## src/rtl/point_frame_rx_if.sv

```systemverilog
// rtl/point_frame_rx_if.sv - link byte/ack and payload output stream bundle for point_frame_rx
interface point_frame_rx_if;
    logic [7:0] link_data;
    logic       link_resp;
    logic [7:0] out_data;
    logic       out_valid;
    logic       out_ready;

    // Far end / consumer side
    modport master (output link_data, output out_ready,
                    input  link_resp, input  out_data, input out_valid);
    // Receiver side
    modport slave  (input  link_data, input  out_ready,
                    output link_resp, output out_data, output out_valid);
endinterface

```

## src/rtl/point_frame_rx.sv

```systemverilog
// rtl/point_frame_rx.sv - framed byte receiver with commit/rollback payload FIFO (option macro: P2P_RX_CSUM_EN)
module point_frame_rx #(
    parameter int         DEPTH = 16,
    parameter logic [7:0] SOF   = 8'h7E,
    parameter int         CNT_W = 8
) (
    input  logic             clock,
    input  logic             reset_n,
    point_frame_rx_if.slave  link,
    output logic             frame_err,
    output logic [CNT_W-1:0] ok_count,
    output logic [CNT_W-1:0] err_count
);
    localparam int AW = $clog2(DEPTH);

`ifdef P2P_RX_CSUM_EN
    typedef enum logic [1:0] {S_IDLE, S_LEN, S_PAYLOAD, S_CSUM} state_t;
`else
    typedef enum logic [1:0] {S_IDLE, S_LEN, S_PAYLOAD} state_t;
`endif

    state_t           state_q;
    logic [7:0]       rem_q;
    logic             ovf_q;
`ifdef P2P_RX_CSUM_EN
    logic [7:0]       sum_q;
`endif
    // Pointers carry one extra wrap bit so full and empty are distinguishable
    logic [AW:0]      rd_q, wc_q, ws_q;
    logic [AW:0]      rd_d, wc_d, ws_d, ws_inc;
    logic [7:0]       mem [DEPTH];
    logic [7:0]       out_data_q, head_d;
    logic             out_valid_q, resp_q, ferr_q;
    logic [CNT_W-1:0] ok_q, errc_q;
    logic             full, pop, we, commit, reject;

    // Per-byte decode: write enable, commit/reject decision and next pointers
    always_comb begin
        full   = ((ws_q - rd_q) == (AW+1)'(DEPTH));
        pop    = out_valid_q && link.out_ready;
        we     = 1'b0;
        commit = 1'b0;
        reject = 1'b0;
        case (state_q)
`ifndef P2P_RX_CSUM_EN
            S_LEN: begin
                if (link.link_data == 8'd0) commit = 1'b1;
            end
`endif
            S_PAYLOAD: begin
                we = !full;
`ifndef P2P_RX_CSUM_EN
                if (rem_q == 8'd1) begin
                    if (ovf_q || full) reject = 1'b1;
                    else               commit = 1'b1;
                end
`endif
            end
`ifdef P2P_RX_CSUM_EN
            S_CSUM: begin
                if (ovf_q || (8'(sum_q + link.link_data) != 8'd0)) reject = 1'b1;
                else                                               commit = 1'b1;
            end
`endif
            default: ;
        endcase
        ws_inc = ws_q + (AW+1)'(we);
        ws_d   = reject ? wc_q : ws_inc;
        wc_d   = commit ? ws_inc : wc_q;
        rd_d   = rd_q + (AW+1)'(pop);
        // A byte written this edge may become the new head (last-byte commit)
        if (we && (ws_q[AW-1:0] == rd_d[AW-1:0])) head_d = link.link_data;
        else                                      head_d = mem[rd_d[AW-1:0]];
    end

    // Payload storage; never reset, contents are only reachable via the pointers
    always_ff @(posedge clock) begin
        if (we) mem[ws_q[AW-1:0]] <= link.link_data;
    end

    // Frame parser FSM, pointers and registered outputs
    always_ff @(posedge clock or negedge reset_n) begin
        if (!reset_n) begin
            state_q     <= S_IDLE;
            rem_q       <= 8'd0;
            ovf_q       <= 1'b0;
`ifdef P2P_RX_CSUM_EN
            sum_q       <= 8'd0;
`endif
            rd_q        <= '0;
            wc_q        <= '0;
            ws_q        <= '0;
            out_data_q  <= 8'd0;
            out_valid_q <= 1'b0;
            resp_q      <= 1'b0;
            ferr_q      <= 1'b0;
            ok_q        <= '0;
            errc_q      <= '0;
        end else begin
            rd_q        <= rd_d;
            wc_q        <= wc_d;
            ws_q        <= ws_d;
            out_valid_q <= (wc_d != rd_d);
            out_data_q  <= head_d;
            resp_q      <= commit;
            ferr_q      <= reject;
            if (commit) ok_q   <= ok_q + CNT_W'(1);
            if (reject) errc_q <= errc_q + CNT_W'(1);
            case (state_q)
                S_IDLE: begin
                    if (link.link_data == SOF) state_q <= S_LEN;
                end
                S_LEN: begin
                    rem_q <= link.link_data;
                    ovf_q <= 1'b0;
`ifdef P2P_RX_CSUM_EN
                    sum_q <= link.link_data;
                    state_q <= (link.link_data == 8'd0) ? S_CSUM : S_PAYLOAD;
`else
                    state_q <= (link.link_data == 8'd0) ? S_IDLE : S_PAYLOAD;
`endif
                end
                S_PAYLOAD: begin
                    rem_q <= rem_q - 8'd1;
                    if (full) ovf_q <= 1'b1;
`ifdef P2P_RX_CSUM_EN
                    sum_q <= sum_q + link.link_data;
                    if (rem_q == 8'd1) state_q <= S_CSUM;
`else
                    if (rem_q == 8'd1) state_q <= S_IDLE;
`endif
                end
                default: state_q <= S_IDLE;
            endcase
        end
    end

    assign link.link_resp = resp_q;
    assign link.out_data  = out_data_q;
    assign link.out_valid = out_valid_q;
    assign frame_err      = ferr_q;
    assign ok_count       = ok_q;
    assign err_count      = errc_q;
endmodule

```

## src/flat_wrapper.sv

```systemverilog
// flat-port wrapper written by rule: the top's interface ports become plain ports
module point_frame_rx_flat 
#(
    parameter int         DEPTH = 16,
    parameter logic [7:0] SOF   = 8'h7E,
    parameter int         CNT_W = 8
)
  (clock, reset_n, frame_err, ok_count, err_count, link_link_data, link_out_ready, link_link_resp, link_out_data, link_out_valid);
  point_frame_rx_if link_i ();
  input  logic clock;
  input  logic reset_n;
  output logic frame_err;
  output logic [CNT_W-1:0] ok_count;
  output logic [CNT_W-1:0] err_count;
  input wire logic [$bits(link_i.link_data)-1:0] link_link_data;
  input wire logic [$bits(link_i.out_ready)-1:0] link_out_ready;
  output wire logic [$bits(link_i.link_resp)-1:0] link_link_resp;
  output wire logic [$bits(link_i.out_data)-1:0] link_out_data;
  output wire logic [$bits(link_i.out_valid)-1:0] link_out_valid;
  assign link_i.link_data = link_link_data;
  assign link_i.out_ready = link_out_ready;
  assign link_link_resp = link_i.link_resp;
  assign link_out_data = link_i.out_data;
  assign link_out_valid = link_i.out_valid;
  point_frame_rx #(.DEPTH(DEPTH), .SOF(SOF), .CNT_W(CNT_W)) u_core (.clock(clock), .reset_n(reset_n), .link(link_i), .frame_err(frame_err), .ok_count(ok_count), .err_count(err_count));
endmodule
```

## config.mk

```make
export PLATFORM = sky130hd
export DESIGN_NAME = point_frame_rx_flat
export DESIGN_NICKNAME = d
export VERILOG_FILES = /design/src/rtl/point_frame_rx_if.sv /design/src/rtl/point_frame_rx.sv /design/src/flat_wrapper.sv
export SDC_FILE = /design/constraint.sdc
export NUM_CORES = 1
export LEC_CHECK = 0
export BUFFER_PORTS_ARGS = -buffer_cell sky130_fd_sc_hd__clkbuf_2
export CAP_MARGIN = 20
export CORE_ASPECT_RATIO = 1.2
export CORE_MARGIN = 2
export CORE_UTILIZATION = 45
export CTS_BUF_LIST = sky130_fd_sc_hd__clkbuf_2 sky130_fd_sc_hd__clkbuf_4 sky130_fd_sc_hd__clkbuf_8
export DETAILED_ROUTE_END_ITERATION = 16
export SYNTH_ARGS = -nofsm -noshare
export SYNTH_HDL_FRONTEND = slang
export SYNTH_SLANG_ARGS = --single-unit
export TNS_END_PERCENT = 30
```

## constraint.sdc

```tcl
create_clock -name clock -period 2.95 [get_ports clock]
set_input_delay 0.4425 -clock clock [delete_from_list [all_inputs] [get_ports clock]]
set_output_delay 0.4425 -clock clock [all_outputs]
set_load 0.005 [all_outputs]
```

==> Flow_metrics.wiki, run 1 <==
{| class="wikitable"
! Metric !! Value
|-
| Placed cell area || 8340 um2
|-
| Max-cap viol count || 0
|-
| Number of top-level design ports || 38
|-
| Overflow left after global routing || 0
|-
| Hold Violations, Final || 0
|-
| Number of cells produced by synthesis || 498
|-
| Required time of the critical path || 3270 ps
|-
| Number of synthesized register bits || 181
|-
| Path depth of the worst reg2reg path || 14
|-
| Slowest-stage cell, CP || sky130_fd_sc_hd__dfrtp_1
|-
| Most frequent cell on the critical path || sky130_fd_sc_hd__o2111ai_1
|-
| Number of global-route vias before repair || 4,509
|-
| Instance count along the most critical hold path || 1
|-
| Share of async-settable or async-resettable flops after synthesis || 29.3%
|-
| Maximum buffer depth of the clock tree || 2
|-
| Maximum achievable frequency || 358 MHz
|-
| Max_slew headroom || 46.3%
|-
| Element type at the critical path end || flop
|-
| Slowest stage delay, CP || 410 ps
|-
| Run status || finished clean
|-
| Area of the mapped netlist || 7640 um2
|-
| Number of max-slew violations in the final report || 0
|-
| Total clock sinks || 181
|-
| Top FF cell, synth || sky130_fd_sc_hd__edfxtp_1
|-
| Fraction of layout instances using a drive strength above 1 || 27.5%
|-
| Critical path launch point type || flop
|-
| Pre-antenna DRT Iters || 5
|-
| GRT Overall Usage || 19.2%
|-
| Worst hold-check slack || 298 ps
|-
| Critical path start-end classification || reg -> reg
|-
| Layout overhead on the synthesized area || 14.7%
|-
| Crit share post-route || 94.7%
|-
| Ratio of routed vias to standard cells || 5.50
|-
| Drc violations || 0
|-
| Core Footprint || 16,700 um2
|-
| Pwr/cell area || 906 nW/um2
|-
| Routed wire length || 16,100 um
|-
| Number of warnings printed during yosys synthesis || 0
|-
| First-pass GRT wire length || 25,400 um
|-
| Worst Path Buf+Inv || 2
|-
| Largest delay contributor family on the critical path || compound AO/OA/AOI/OAI gates
|-
| Kind of path behind the tightest hold check || in -> reg
|-
| Width of the chip || 123 um
|-
| Max Clock Skew || 11.9 ps
|-
| Most common cell after layout, fill and taps aside || sky130_fd_sc_hd__edfxtp_1
|-
| Port-buffer cells || 37
|-
| Mapped Nets || 524
|-
| Filler cell count in the final layout || 1,352
|-
| Clk Latency, worst-skew pair || 460 ps
|-
| Top library cells by usage in the layout, fill and taps aside || sky130_fd_sc_hd__edfxtp_1 (128), sky130_fd_sc_hd__nand2_1 (54), sky130_fd_sc_hd__dfrtp_1 (53)
|-
| Clk pin slew, worst setup/hold paths || 100 ps
|-
| Root buffer cell || sky130_fd_sc_hd__clkbuf_8
|-
| Overall power of the completed layout || 0.00794 W
|-
| Placement Setup Slack || 26.1 ps
|-
| Cell leakage power || 3.27 nW
|-
| Area of all placed cells without fillers || 8760 um2
|-
| Final GP Congestion || 0.834
|-
| Ordered cell list for the critical path || inv_2, ha_4, a211o_1, a211oi_4, nand2b_4, inv_1, ha_1, ha_2, nand3_2, xor2_2, xnor2_1, o2111ai_1, o31ai_1, o2111ai_1
|-
| Logic depth of the worst path, buffers included || 14
|-
| Final TNS setup || 0 ps
|-
| Detailed router's first-iteration violation count || 365
|-
| CTS tree || yes
|-
| Setup-violating endpoint count in the final report || 0
|-
| Routed via count || 4,402
|-
| Critical path data arrival time || 3110 ps
|-
| Count of flip-flops with a built-in enable after synthesis || 128
|-
| Detailed placement HPWL || 11,000 um
|-
| Final Net Count || 598
|-
| Initial antenna violation count || 0
|-
| Post-synth cell types || 43
|-
| Routed wire length per instance || 20.0 um
|-
| Mapped Avg Cell Area || 15.3 um2
|-
| Count of standard-cell rows || 52
|-
| Slew at the pin closest to its max-slew limit || 802 ps
|-
| Remaining antenna violation count after routing || 0
|-
| Sequential fraction of the synthesis area || 67.6%
|-
| Time the final worst path needs with I/O delays and setup || 2790 ps
|-
| Number of buffers created by CTS || 17
|-
| Initial Utilization || 45.7%
|-
| Worst-case vdd ir drop || 0.000350 V
|-
| Diode count || 0
|-
| Worst setup margin || 156 ps
|-
| H-tree Lvls || 4
|-
| Area of the die || 18,000 um2
|-
| Die Y || 147 um
|-
| Maximum number of pins on one net before global-route repair || 34
|-
| Maximum fanout encountered on the critical timing path || 4
|}
-- worst paths after layout --
path | from | endpoint | slack, ps
worst max-delay path | u_core.rd_q[3] | u_core.link.out_valid | 160
worst min-delay path | link_link_data[5] | u_core.mem[4][5] | 300
worst max register to register | u_core.rd_q[3] | u_core.link.out_valid | 160
worst min register to register | u_core.err_count[7] | u_core.err_count[7] | 480
max in group asynchronous | reset_n | u_core.rd_q[2] | 1650
min in group asynchronous | reset_n | u_core.ok_count[7] | 480
-- per-layer routing --
| layer | vias to the layer above | GRT usage, % | wire length, um |
|---|---|---|---|
| met2 | 122 | 31.6 | 8170 |
| met4 | 0 | 6.59 | 347 |
| li1 | 2020 | - | - |
| met3 | 18 | 3.80 | 737 |
| met5 | - | 0 | 0 |
| met1 | 2242 | 25.4 | 6800 |
-- cell type report --
cell class | instances | area [um2] | area share [%]
sequential | 181 | 5170 | 59.0
multi-input combinational | 276 | 2350 | 26.9
timing repair buffer | 76 | 518 | 5.91
tap | 216 | 270 | 3.08
clock buffer | 18 | 241 | 2.76
clock inverter | 14 | 135 | 1.54
inverter | 20 | 75.1 | 0.857
-- registers in the layout, summed over array words and instances (netlist names) --
register and flops:
u_core.err_count 8, u_core.frame_err 1, u_core.link.link_resp 1, u_core.link.out_data 8, u_core.link.out_valid 1, u_core.mem 128
u_core.ok_count 8, u_core.ovf_q 1, u_core.rd_q 5, u_core.rem_q 8, u_core.state_q 2, u_core.wc_q 5
u_core.ws_q 5
-- worst reg2reg max path: stages, from the launching register on --
cell	delay, ps
sky130_fd_sc_hd__dfrtp_1	410
sky130_fd_sc_hd__inv_2	90
sky130_fd_sc_hd__ha_4	210
sky130_fd_sc_hd__a211o_1	320
sky130_fd_sc_hd__a211oi_4	220
sky130_fd_sc_hd__nand2b_4	160
sky130_fd_sc_hd__inv_1	50
sky130_fd_sc_hd__ha_1	190
sky130_fd_sc_hd__ha_2	200
sky130_fd_sc_hd__nand3_2	90
sky130_fd_sc_hd__xor2_2	190
sky130_fd_sc_hd__xnor2_1	140
sky130_fd_sc_hd__o2111ai_1	120
sky130_fd_sc_hd__o31ai_1	110
sky130_fd_sc_hd__o2111ai_1	160
-- repair_timing --
action / in CTS / in global routing
setup endpoints to repair: 0 / 1
setup buffers: 0 / 3
hold buffers: 1 / 0
hold endpoints to repair: 20 / 0
resized for setup: 0 / 3
-- Yosys cell counts, drive strengths merged (7+ instances only) --
cell	count	area, um2
a21oi	16	80.1
a31oi	8	50.1
and3	14	87.6
buf	7	37.5
clkbuf	14	52.6
dfrtp	53	1330
edfxtp	128	3840
ha	15	188
inv	18	67.6
mux2	10	116
mux4	32	721
nand2	55	209
nand3	12	60.1
nand4	9	56.3
nor2	23	86.3
nor4	7	50.1
o21ai	7	35.0
xnor2	24	218
xor2	8	70.1
-- cells by family (layout without fill, tap and decap cells) --
logic type / after synthesis / count (layout) / share of synthesized area [%]
buf+inv: 41 / 128 / 2.16
mux: 48 / 48 / 11.7
fa+ha+maj: 15 / 15 / 2.46
flops: 181 / 181 / 67.6
xor+xnor: 32 / 32 / 3.76
simple gates: 136 / 136 / 8.51
compound gates: 45 / 45 / 3.73
-- power by group --
| group | internal [W] | switching, W |
|---|---|---|
| clock network | 0.000634 | 0.000977 |
| logic | 0.00152 | 0.00171 |
| registers | 0.00296 | 0.000152 |
-- per-stage QoR --
step / cells / util [%]
5_1_grt: 801 / 52.4
3_5_place_dp: 765 / 49.9
3_3_place_gp: 765 / 49.9
6_report: 801 / 52.4
2_1_floorplan: 498 / -
4_1_cts: 798 / 52.2
(Power assumes the default switching activity.)
==> run 2: changes to the inputs <==
--- a/config.mk
+++ b/config.mk
@@ -9,7 +9,7 @@
 export CAP_MARGIN = 20
 export CORE_ASPECT_RATIO = 1.2
 export CORE_MARGIN = 2
-export CORE_UTILIZATION = 45
+export CORE_UTILIZATION = 40
 export CTS_BUF_LIST = sky130_fd_sc_hd__clkbuf_2 sky130_fd_sc_hd__clkbuf_4 sky130_fd_sc_hd__clkbuf_8
 export DETAILED_ROUTE_END_ITERATION = 16
 export SYNTH_ARGS = -nofsm -noshare
==> run 2 against run 1 <==
Effect of this change:
- critical path depth is the same
- total power shrank 1.5%
- design area grew 0.86%
- sequential share of layout area shrank 0.50 points
- global-route usage shrank 0.99 points
- wire length grew 6.2%
- combinational power grew 2%
- register-to-register slack is essentially flat
- critical endpoint unchanged
- clock-buffer cell count grew 4
- first-iteration DRC count shrank 17%
- sequential power is essentially flat
- via count grew 1.2%
==> Flow_metrics.wiki, run 2 (synthesized netlist as in run 1, its figures left out) <==
{| class="wikitable"
! Metric !! Value
|-
| Maximum fanout encountered on the critical timing path || 4
|-
| Slew at the pin closest to its max-slew limit || 473 ps
|-
| Max-cap viol count || 0
|-
| Final Net Count || 608
|-
| Final GP Congestion || 0.830
|-
| Critical path data arrival time || 3120 ps
|-
| Hold Violations, Final || 0
|-
| Detailed placement HPWL || 11,500 um
|-
| Maximum achievable frequency || 359 MHz
|-
| Crit share post-route || 94.5%
|-
| H-tree Lvls || 4
|-
| Number of top-level design ports || 38
|-
| Worst-case vdd ir drop || 0.000430 V
|-
| Most common cell after layout, fill and taps aside || sky130_fd_sc_hd__edfxtp_1
|-
| Drc violations || 0
|-
| Filler cell count in the final layout || 1,639
|-
| Critical path start-end classification || reg -> reg
|-
| Core occupancy in the finished layout || 47.0%
|-
| Number of global-route vias before repair || 4,712
|-
| Setup-violating endpoint count in the final report || 0
|-
| Clk Latency, worst-skew pair || 470 ps
|-
| GRT Overall Usage || 18.2%
|-
| Pwr/cell area || 885 nW/um2
|-
| Initial antenna violation count || 0
|-
| Worst Path Buf+Inv || 2
|-
| Fraction of layout instances using a drive strength above 1 || 28.4%
|-
| Detailed router's first-iteration violation count || 304
|-
| Layout overhead on the synthesized area || 15.6%
|-
| Routed via count || 4,455
|-
| Number of max-slew violations in the final report || 0
|-
| Required time of the critical path || 3290 ps
|-
| Worst hold-check slack || 457 ps
|-
| Overall power of the completed layout || 0.00782 W
|-
| Largest delay contributor family on the critical path || compound AO/OA/AOI/OAI gates
|-
| Max Clock Skew || 8.51 ps
|-
| Initial Utilization || 40.7%
|-
| Die Y || 155 um
|-
| Number of buffers created by CTS || 17
|-
| Kind of path behind the tightest hold check || in -> async
|-
| CTS tree || yes
|-
| Area of the die || 20,200 um2
|-
| Maximum number of pins on one net before global-route repair || 37
|-
| Diode count || 0
|-
| Max FFs per register || 128
|-
| Ratio of routed vias to standard cells || 5.24
|-
| Width of the chip || 130 um
|-
| Count of standard-cell rows || 55
|-
| Clk pin slew, worst setup/hold paths || 80 ps
|-
| Placement Setup Slack || 89.5 ps
|-
| Total clock sinks || 181
|-
| Remaining antenna violation count after routing || 0
|-
| Time the final worst path needs with I/O delays and setup || 2790 ps
|-
| Routed wire length per instance || 20.0 um
|-
| Ordered cell list for the critical path || inv_1, ha_1, a211o_1, a211oi_4, nand2b_4, inv_1, ha_1, ha_2, nand3_2, xor2_2, xnor2_1, o2111ai_1, o31ai_1, o2111ai_1
|-
| Max_slew headroom || 68.2%
|-
| Top library cells by usage in the layout, fill and taps aside || sky130_fd_sc_hd__edfxtp_1 (128), sky130_fd_sc_hd__nand2_1 (54), sky130_fd_sc_hd__dfrtp_1 (53)
|-
| Port-buffer cells || 37
|-
| Placed cell area || 8450 um2
|-
| Area of all placed cells without fillers || 8840 um2
|-
| Root buffer cell || sky130_fd_sc_hd__clkbuf_8
|-
| Overflow left after global routing || 0
|-
| Worst setup margin || 162 ps
|-
| Core Footprint || 18,800 um2
|-
| Maximum buffer depth of the clock tree || 2
|-
| Pre-antenna DRT Iters || 4
|-
| Routed wire length || 17,000 um
|-
| Run status || finished clean
|-
| Element type at the critical path end || flop
|-
| Slowest-stage cell, CP || sky130_fd_sc_hd__dfrtp_1
|-
| Critical path launch point type || flop
|-
| First-pass GRT wire length || 26,500 um
|-
| Cell leakage power || 3.31 nW
|-
| Slowest stage delay, CP || 380 ps
|}
## run 2: cell types whose count changed in the layout (fill, tap and decap cells not counted), moves of 3 or more
cell and change:
sky130_fd_sc_hd__buf_4 +10, sky130_fd_sc_hd__clkbuf_4 +4, sky130_fd_sc_hd__clkinv_2 +3, sky130_fd_sc_hd__inv_8 -5, sky130_fd_sc_hd__inv_6 -3
## run 2: through the flow
| step | setup TNS (ps) | cells |
|---|---|---|
| after floorplan | 0 | 498 |
| after global placement | 0 | 813 |
| after detailed placement | 0 | 813 |
| after CTS | 0 | 846 |
| after global routing | -16.2 | 851 |
| final | 0 | 851 |
## run 2: path summary, 6_finish.rpt
kind	start	end	slack, ps	depth (start not counted)
min in group clock	link_link_data[3]	u_core.mem[3][3]	460	2
worst min-delay path	reset_n	u_core.rem_q[6]	460	2
worst max-delay path	u_core.rd_q[3]	u_core.link.out_valid	160	14
worst min register to register	u_core.ok_count[7]	u_core.ok_count[7]	480	1
max in group asynchronous	reset_n	u_core.rd_q[3]	1660	3
worst max register to register	u_core.rd_q[3]	u_core.link.out_valid	160	14
## run 2: layer usage
| layer | vias up | wire, um | GRT usage (%) |
|---|---|---|---|
| li1 | 2033 | - | - |
| met1 | 2286 | 6940 | 22.1 |
| met2 | 106 | 8850 | 30.9 |
| met3 | 30 | 656 | 2.92 |
| met4 | 0 | 606 | 9.42 |
| met5 | - | 0 | 0 |
## run 2: power breakdown
group / internal [W] / switching (W) / total (W)
Clock: 0.000617 / 0.000831 / 0.00145
Sequential: 0.00296 / 0.000151 / 0.00311
Combinational: 0.00150 / 0.00177 / 0.00327
## run 2: area by class of cell
cell class	instances	area, um2	share of cell area, %
clock buffers	22	272	3.07
clock inverters	10	60.1	0.680
inverters	20	75.1	0.849
multi-input cells	276	2350	26.6
flip-flops and latches	181	5170	58.5
well taps	256	320	3.62
repair buffers	86	593	6.71
## run 2: repair_timing
item / 4_1_cts / 5_1_grt
hold buffers: 1 / 0
setup buffers: 0 / 5
endpoints found under the setup margin: 0 / 1
resized for setup: 0 / 2
hold endpoints to repair: 17 / 0
## run 2: worst reg2reg max path: stages, from the launching register on
cell                        delay (ps)
sky130_fd_sc_hd__dfrtp_1           380
sky130_fd_sc_hd__inv_1              90
sky130_fd_sc_hd__ha_1              270
sky130_fd_sc_hd__a211o_1           300
sky130_fd_sc_hd__a211oi_4          230
sky130_fd_sc_hd__nand2b_4          180
sky130_fd_sc_hd__inv_1              60
sky130_fd_sc_hd__ha_1              190
sky130_fd_sc_hd__ha_2              200
sky130_fd_sc_hd__nand3_2            90
sky130_fd_sc_hd__xor2_2            200
sky130_fd_sc_hd__xnor2_1           140
sky130_fd_sc_hd__o2111ai_1         120
sky130_fd_sc_hd__o31ai_1            80
sky130_fd_sc_hd__o2111ai_1         140
